### config.mk
export PLATFORM = sky130hd
export DESIGN_NAME = prescaled_counter
export DESIGN_NICKNAME = d
export VERILOG_FILES = /design/src/rtl/counter_pkg.sv /design/src/rtl/clken_gen.sv /design/src/rtl/prescaled_counter.sv
export SDC_FILE = /design/constraint.sdc
export NUM_CORES = 1
export LEC_CHECK = 0
export BUFFER_PORTS_ARGS = -buffer_cell sky130_fd_sc_hd__buf_2
export CAP_MARGIN = 0
export CORE_MARGIN = 2
export CORE_UTILIZATION = 54
export CTS_CLUSTER_DIAMETER = 200
export DETAILED_ROUTE_END_ITERATION = 8
export PLACE_DENSITY_LB_ADDON = 0.12
export SLEW_MARGIN = 20
export SYNTH_ARGS = -nofsm -noshare
export SYNTH_HDL_FRONTEND = slang
export SYNTH_SLANG_ARGS = --single-unit
### constraint.sdc
create_clock -name clk -period 2.54 [get_ports clk]
set_input_delay 0.254 -clock clk [delete_from_list [all_inputs] [get_ports clk]]
set_output_delay 0.254 -clock clk [all_outputs]
set_load 0.01 [all_outputs]
### src/rtl/counter_pkg.sv
// Shared definitions for the prescaled timebase counter: mode encodings and
// the prescaler width rule.
package counter_pkg;

    typedef enum logic [1:0] {
        MODE_WRAP    = 2'd0,
        MODE_SAT     = 2'd1,
        MODE_ONESHOT = 2'd2,
        MODE_RSVD    = 2'd3
    } mode_e;

    // Width of a counter that must hold 0..div; never narrower than one bit.
    function automatic int pre_width(input int unsigned div);
        int w;
        w = $clog2(div + 1);
        return (w < 1) ? 1 : w;
    endfunction

endpackage

### src/rtl/clken_gen.sv
// Clock-enable generator: emits a registered one-cycle strobe every
// DIV_RATIO+1 cycles; a synchronous clear restarts the period from zero.
module clken_gen
    import counter_pkg::*;
#(
    parameter int unsigned DIV_RATIO = 999999
) (
    input  logic clk,
    input  logic rst,
    input  logic clear,
    output logic tick
);

    localparam int PW = pre_width(DIV_RATIO);
    localparam logic [PW-1:0] PRE_MAX = PW'(DIV_RATIO);

    logic [PW-1:0] pre;

    // NOTE: state registers use non-blocking assignments so every flop samples
    // the pre-edge values; blocking here would chain updates within one edge.
    always_ff @(posedge clk) begin
        if (rst || clear) begin
            pre  <= '0;
            tick <= 1'b0;
        end else if (pre == PRE_MAX) begin
            pre  <= '0;
            tick <= 1'b1;
        end else begin
            pre  <= pre + PW'(1);
            tick <= 1'b0;
        end
    end

endmodule

### src/rtl/prescaled_counter.sv
// General timebase/event counter: built-in prescaler plus a WIDTH-bit up/down
// counter with programmable limit, load, and wrap/saturate/one-shot modes.
module prescaled_counter
    import counter_pkg::*;
#(
    parameter int          WIDTH     = 8,
    parameter int unsigned DIV_RATIO = 999999
) (
    input  logic             clk,
    input  logic             rst,
    input  logic             run,
    input  logic             dir,
    input  logic [1:0]       mode,
    input  logic [WIDTH-1:0] limit,
    input  logic             load,
    input  logic [WIDTH-1:0] load_value,
    output logic [WIDTH-1:0] count,
    output logic             tick,
    output logic             tc,
    output logic             done
);

    localparam logic [WIDTH-1:0] ONE = WIDTH'(1);

    mode_e            mode_q;
    logic             at_term;
    logic             step;
    logic             set_done;
    logic [WIDTH-1:0] next_count;

    // Holding the prescaler in clear also keeps tick low while frozen.
    clken_gen #(
        .DIV_RATIO (DIV_RATIO)
    ) prescaler_inst (
        .clk   (clk),
        .rst   (rst),
        .clear (load | ~run | done),
        .tick  (tick)
    );

    assign mode_q = mode_e'(mode);

    // With DIV_RATIO=0 tick can still be high right after done sets, so the
    // step itself is also gated by done.
    assign step    = tick & ~done;
    assign at_term = dir ? (count == '0) : (count >= limit);

    // NOTE: every signal driven here gets a default first, so no path leaves a
    // value unassigned and no latch is inferred.
    always_comb begin
        next_count = count;
        set_done   = 1'b0;
        if (at_term) begin
            case (mode_q)
                MODE_SAT: begin
                    next_count = dir ? '0 : limit;
                end
                MODE_ONESHOT: begin
                    next_count = dir ? '0 : limit;
                    set_done   = 1'b1;
                end
                default: begin
                    next_count = dir ? limit : '0;
                end
            endcase
        end else begin
            next_count = dir ? (count - ONE) : (count + ONE);
        end
    end

    always_ff @(posedge clk) begin
        if (rst) begin
            count <= '0;
            tc    <= 1'b0;
            done  <= 1'b0;
        end else if (load) begin
            count <= load_value;
            tc    <= 1'b0;
            done  <= 1'b0;
        end else begin
            tc <= step & at_term;
            if (step) begin
                count <= next_count;
            end
            if (mode_q != MODE_ONESHOT) begin
                done <= 1'b0;
            end else if (step && set_done) begin
                done <= 1'b1;
            end
        end
    end

endmodule

== Word level (Yosys, flattened, before mapping) ==
Index checks and enable logic that the tools add are counted.
Cells by class
  $add $sub $neg: 3
  reductions and logical operators: 8
  equal/unequal tests: 4
  mux-type cells: 11
  bitwise logic cells: 6
  magnitude comparators: 1
Operator list (number)
  $mux W8: 7
  $add A20 B1 Y20 const B: 1
  $eq A20 B20 Y1 const B: 1
  $add A8 B1 Y8 const B: 1
  $ge A8 B8 Y1: 1
  $logic_not A8 Y1: 1
  $sub A8 B1 Y8 const B: 1
  $reduce_or A2 Y1: 3
  $mux W1: 4
  $reduce_or A3 Y1: 1
  $and A1 B1 Y1: 2
  $eq A2 B1 Y1 const B: 1
  $eq A2 B2 Y1 const B: 1
  $ne A2 B2 Y1 const B: 1
  $not A1 Y1: 2
  $or A1 B1 Y1: 2
  $reduce_bool A2 Y1: 1
  $logic_and A1 B1 Y1: 1
  $logic_or A1 B1 Y1: 1
Word-level totals
  bits of input ports: 23
  flip-flop bits (word level): 31
  logic and storage cells: 38
  output and inout bits: 11

== Depth between registers and ports, before layout ==
  word-level depth: 6
  depth in mapped cells: 10
  depth with buffers taken out: 8

== By module ==
A second synthesis with hierarchy kept.
Unflattened totals
  cell total of the unflattened synthesis: 243
  area, all modules: 2025.7 um^2
By module, submodules not included
  prescaled_counter: sequential area each 200.2 um^2, times used 1, cells each 134, area an instance 1093.5 um^2
  clken_gen: sequential area each 420.4 um^2, times used 1, cells each 109, area an instance 932.1 um^2

== Worst setup path after synthesis ==
No wires, ideal clock.
  path kind: reg-to-reg
  from: register count[0]
  to: register count[5]
  required time: 2.420 ns
  stages on the path, launching flop included: 10
  buffers on the path: 1
  arrival: 1.898 ns
  library setup time: 0.120 ns
  period minus slack after synthesis: 2.018 ns
  path slack: 0.522 ns
  cells stage by stage: dfxtp_1 inv_1 ha_1 nand2b_1 nand3_1 a211o_1 a21o_1 buf_6 and2_1 o31a_1
On the way
  longest elaborated chain between the ends: 5
  elaborated cells between the ends (all ways): 9
  those cells by class: add/sub: 2; order compare: 1; mux: 5; reduce/logical: 1
RTL lines
  from (decl): RTL line prescaled_counter.sv:17  | output logic [WIDTH-1:0] count,
  from (signal assigned): RTL line prescaled_counter.sv:77  | count <= load_value;
  from (signal assigned): RTL line prescaled_counter.sv:83  | count <= next_count;
  $add A8 B1 Y8, or another cell as far along: RTL line prescaled_counter.sv:67  | next_count = dir ? (count - ONE) : (count + ONE);
  $mux W8 or $mux W1 (tied branches): RTL line prescaled_counter.sv:67, prescaled_counter.sv:46
  $mux W8 *: RTL line prescaled_counter.sv:53  | if (at_term) begin
  $mux W8 *: RTL line prescaled_counter.sv:82  | if (step) begin
  $mux W8 *: RTL line prescaled_counter.sv:76  | end else if (load) begin
Every way passes the cells marked *; elsewhere a longest branch is shown, timed or not. The select of a mux whose other input is x is not followed.
A chain may end at the register's enable or synchronous reset.

== Worst setup path in the final report ==
Ends and elaborated chain as after synthesis.

==> metrics.md <==
| Metric | Value |
|---|---|
| H-tree depth | 2 |
| Max FO, Critical Path | 17 |
| Clk sinks | 31 |
| Setup bufs post-CTS | 0 |
| Final setup violation count | 0 |
| Core Area | 0.00361 sq mm |
| Crit-path cells | inv_1, ha_1, nand2b_1, nand3_1, a211o_1, a21o_1, and2_1, o31a_1 |
| Antenna violations before repair | 0 |
| ANT cells | 0 |
| Gr usage total | 0.205 |
| Inserted Clock Buffers | 5 |
| R2r endpoint | count[5]$_SDFFE_PP0P_ |
| Vias in the first global route | 1569 |
| IO Port Bufs | 33 |
| YS warnings | 0 |
| Clock root cell | clkbuf_8 |
| CTS tree | yes |
| Worst hold path endpoint | prescaler_inst.tick$_SDFF_PP0_ |
| Leading area contributor after synthesis | dfxtp_1 |
| FF-to-FF path depth | 8 |
| DP HPWL | 3.08 mm |
| Post-synthesis sequential area ratio | 0.309 |
| Die area | 0.00422 sq mm |
| Status | finished clean |
| Final max-slew violation count | 0 |
| Max Root-Sink Buffers | 2 |
| Setup skew after layout | 0.00425 ns |
| Cts-stage hold buffer count | 0 |
| Startpoint Class | register |
| Worst min-delay path class | primary input to register |
| Setup CP Type | register to register |
| Post-CTS resize count | 0 |
| Post-layout net count | 317 |
| CP Capture Type | register |
| Top cell type's share of synthesized area | 0.309 |
| Tightest Pin Transition | 0.532 ns |
| Ys flop type | dfxtp_1 |
| Critical Path Stages | 8 |
| WL final | 4.03 mm |
| First-pass GRT wire length | 6.71 mm |
| GP Congestion | 0.803 |
| Die H | 65.0 um |
| Area growth from synthesis to layout | 11.0% |
| WL/cell | 12.4 um |
| Post-Synthesis Cells | 244 |
| Largest net degree at the start of global routing | 21 |
| Residual DRC | 0 |
| Top delay family on crit path | compound AO/OA/AOI/OAI gates |
| Startpoint of the worst hold path | run |
| Max-slew headroom | 0.645 |
| Worst EP arrival | 2.46 ns |
| Mapped Area | 0.00201 sq mm |
| IO Count | 34 |
| TNS Setup | 0 ns |
| Hold path depth | 3 |
| Worst endpoint required time | 2.71 ns |
| DR pass1 iterations | 4 |
| PwrDens | 487 mW/mm^2 |
| FF-to-FF Start | count[0]$_SDFFE_PP0P_ |
| R2R Setup Slk | 0.25 ns |
| Layout cells sized above 1 | 0.167 |
| Number of unique standard cell types used by synthesis | 44 |
| Vias | 1741 |
| Max VDD drop | 0.357 mV |
| Vias per cell | 5.37 |
| Worst skew pair latency | 0.27 ns |
| Ratio of final minimum period to clock period | 0.902 |
| Grt ovf | 0 |
| Fmax | 437 MHz |
| Die W | 65.0 um |
| Clock transition at the registers of the reported paths | 0.06 ns |
| Max-Cap Viols | 0 |
| Final min period | 2.29 ns |
| Synth async-reset ratio | 0 |
| Final ANT Viol Nets | 0 |
| Crit path largest cell delay | 0.44 ns |
| P_leak | 0.976 nW |
| Syn_nets | 284 |
| #FFs+latches synth | 31 |
| CP Buf/Inv Count | 1 |
| Initial core utilization | 0.557 |
| Critical path's slowest cell | dfxtp_1 |
| Initial DRC count | 64 |
| Rows | 22 |
| Post-synth EDFFs | 0 |
| RSZ-0062 raised after global routing | false |
| Final Hold Viols | 0 |
| Total power | 1.08 mW |
| Synth area leaders | dfxtp_1 31%, ha_1 10%, nor2_1 8.0% |
| Syn avg cell area | 8.23 sq um |
[routing by layer]
| layer | global-route usage | share of wire | up-vias |
|---|---|---|---|
| li1 | - | - | 910 |
| met1 | 0.234 | 0.47 | 804 |
| met2 | 0.370 | 0.49 | 23 |
| met3 | 0.0330 | 0.028 | 4 |
| met4 | 0.0957 | 0.015 | 0 |
| met5 | 0 | 0 | - |
[cell families after synthesis]
logic type / count (synthesis) / synth area share
simple gates: 104 / 0.241
buf+inv: 24 / 0.0723
flops: 31 / 0.309
mux: 1 / 0.00499
compound gates: 44 / 0.163
xor+xnor: 23 / 0.100
fa+ha+maj: 17 / 0.110
[cells in the final DEF (no fill, tap or decap), types with 2 or more instances in the layout]
| cell type | netlist | final |
|---|---|---|
| nor2_1 | 43 | 43 |
| buf_2 | 2 | 33 |
| dfxtp_1 | 31 | 31 |
| nand2_1 | 21 | 21 |
| inv_1 | 16 | 16 |
| ha_1 | 16 | 16 |
| xor2_1 | 13 | 13 |
| nand3_1 | 12 | 12 |
| a21oi_1 | 11 | 11 |
| xnor2_1 | 10 | 10 |
| and3_1 | 7 | 7 |
| nand4_1 | 5 | 5 |
| o21ai_0 | 5 | 5 |
| clkbuf_8 | 3 | 5 |
| nor4_1 | 3 | 3 |
| nor3_1 | 3 | 3 |
| a21o_1 | 3 | 3 |
| a221oi_1 | 3 | 3 |
| o31a_1 | 3 | 3 |
| o221ai_1 | 3 | 3 |
| and2_1 | 2 | 2 |
| o21bai_1 | 2 | 2 |
| nand2b_1 | 2 | 2 |
| nor2b_1 | 2 | 2 |
| o22ai_1 | 2 | 2 |
[stage by stage]
| step | setup WS (ns) | std cells | instance area [sq um] | util | hold slack (ns) |
|---|---|---|---|---|---|
| 2_1_floorplan | 0.522 | 244 | 2010 | - | 0.373 |
| 3_3_place_gp | 0.249 | 318 | 2150 | 0.598 | 0.455 |
| 3_5_place_dp | 0.252 | 318 | 2150 | 0.598 | 0.466 |
| 4_1_cts | 0.247 | 324 | 2230 | 0.618 | 0.205 |
| 5_1_grt | 0.0977 | 324 | 2230 | 0.618 | 0.227 |
| 6_report | 0.249 | 324 | 2230 | 0.618 | 0.211 |
[cells in the mapped netlist (2+ instances only)]
| library cell | number |
|---|---|
| o22ai_1 | 2 |
| nand3_1 | 12 |
| o31a_1 | 3 |
| o21ai_0 | 5 |
| clkbuf_8 | 3 |
| a21o_1 | 3 |
| buf_6 | 3 |
| nand2_1 | 21 |
| xnor2_1 | 10 |
| and2_1 | 2 |
| nor2b_1 | 2 |
| and3_1 | 7 |
| nor3_1 | 3 |
| o221ai_1 | 3 |
| nand2b_1 | 2 |
| inv_1 | 16 |
| nor4_1 | 3 |
| buf_2 | 2 |
| nand4_1 | 5 |
| nor2_1 | 43 |
| xor2_1 | 13 |
| o21bai_1 | 2 |
| dfxtp_1 | 31 |
| a21oi_1 | 11 |
| a221oi_1 | 3 |
| ha_1 | 16 |
[report_power, final]
group	leakage, nW	total (mW)	internal [mW]	switching, mW
sequential	0.252	0.516	0.498	0.0178
clock	0.0371	0.342	0.182	0.160
combinational	0.687	0.227	0.103	0.124
total	0.976	1.08	0.784	0.301
[sequential cells by signal (all words and copies together) (netlist names)]
name / cells
prescaler_inst.tick: 1
tc: 1
prescaler_inst.pre: 20
done: 1
count: 8
[worst max path at each step]
stage                     slack, ns                  start               endpoint
after floorplan                0.52  count[0]$_SDFFE_PP0P_  count[5]$_SDFFE_PP0P_
after global placement         0.25  count[0]$_SDFFE_PP0P_  count[5]$_SDFFE_PP0P_
after detailed placement       0.25  count[0]$_SDFFE_PP0P_  count[5]$_SDFFE_PP0P_
after CTS                      0.25  count[0]$_SDFFE_PP0P_  count[5]$_SDFFE_PP0P_
after global routing            0.1  count[0]$_SDFFE_PP0P_  count[5]$_SDFFE_PP0P_
final                          0.25  count[0]$_SDFFE_PP0P_  count[5]$_SDFFE_PP0P_
[final cells by class]
class / instances / area, sq um
Multi-Input combinational cell: 189 / 1240
Inverter: 16 / 60.1
Timing Repair Buffer: 34 / 173
Fill cell: 346 / 1380
Sequential cell: 31 / 621
Clock buffer: 6 / 72.6
Tap cell: 48 / 60.1
[worst reg2reg max path, cell delays in order (launching register included)]
cell      delay, ns
dfxtp_1        0.44
inv_1          0.14
ha_1           0.28
nand2b_1       0.09
nand3_1        0.10
a211o_1        0.26
a21o_1         0.37
and2_1         0.23
o31a_1         0.26
Power figures use the tool's default switching activity.
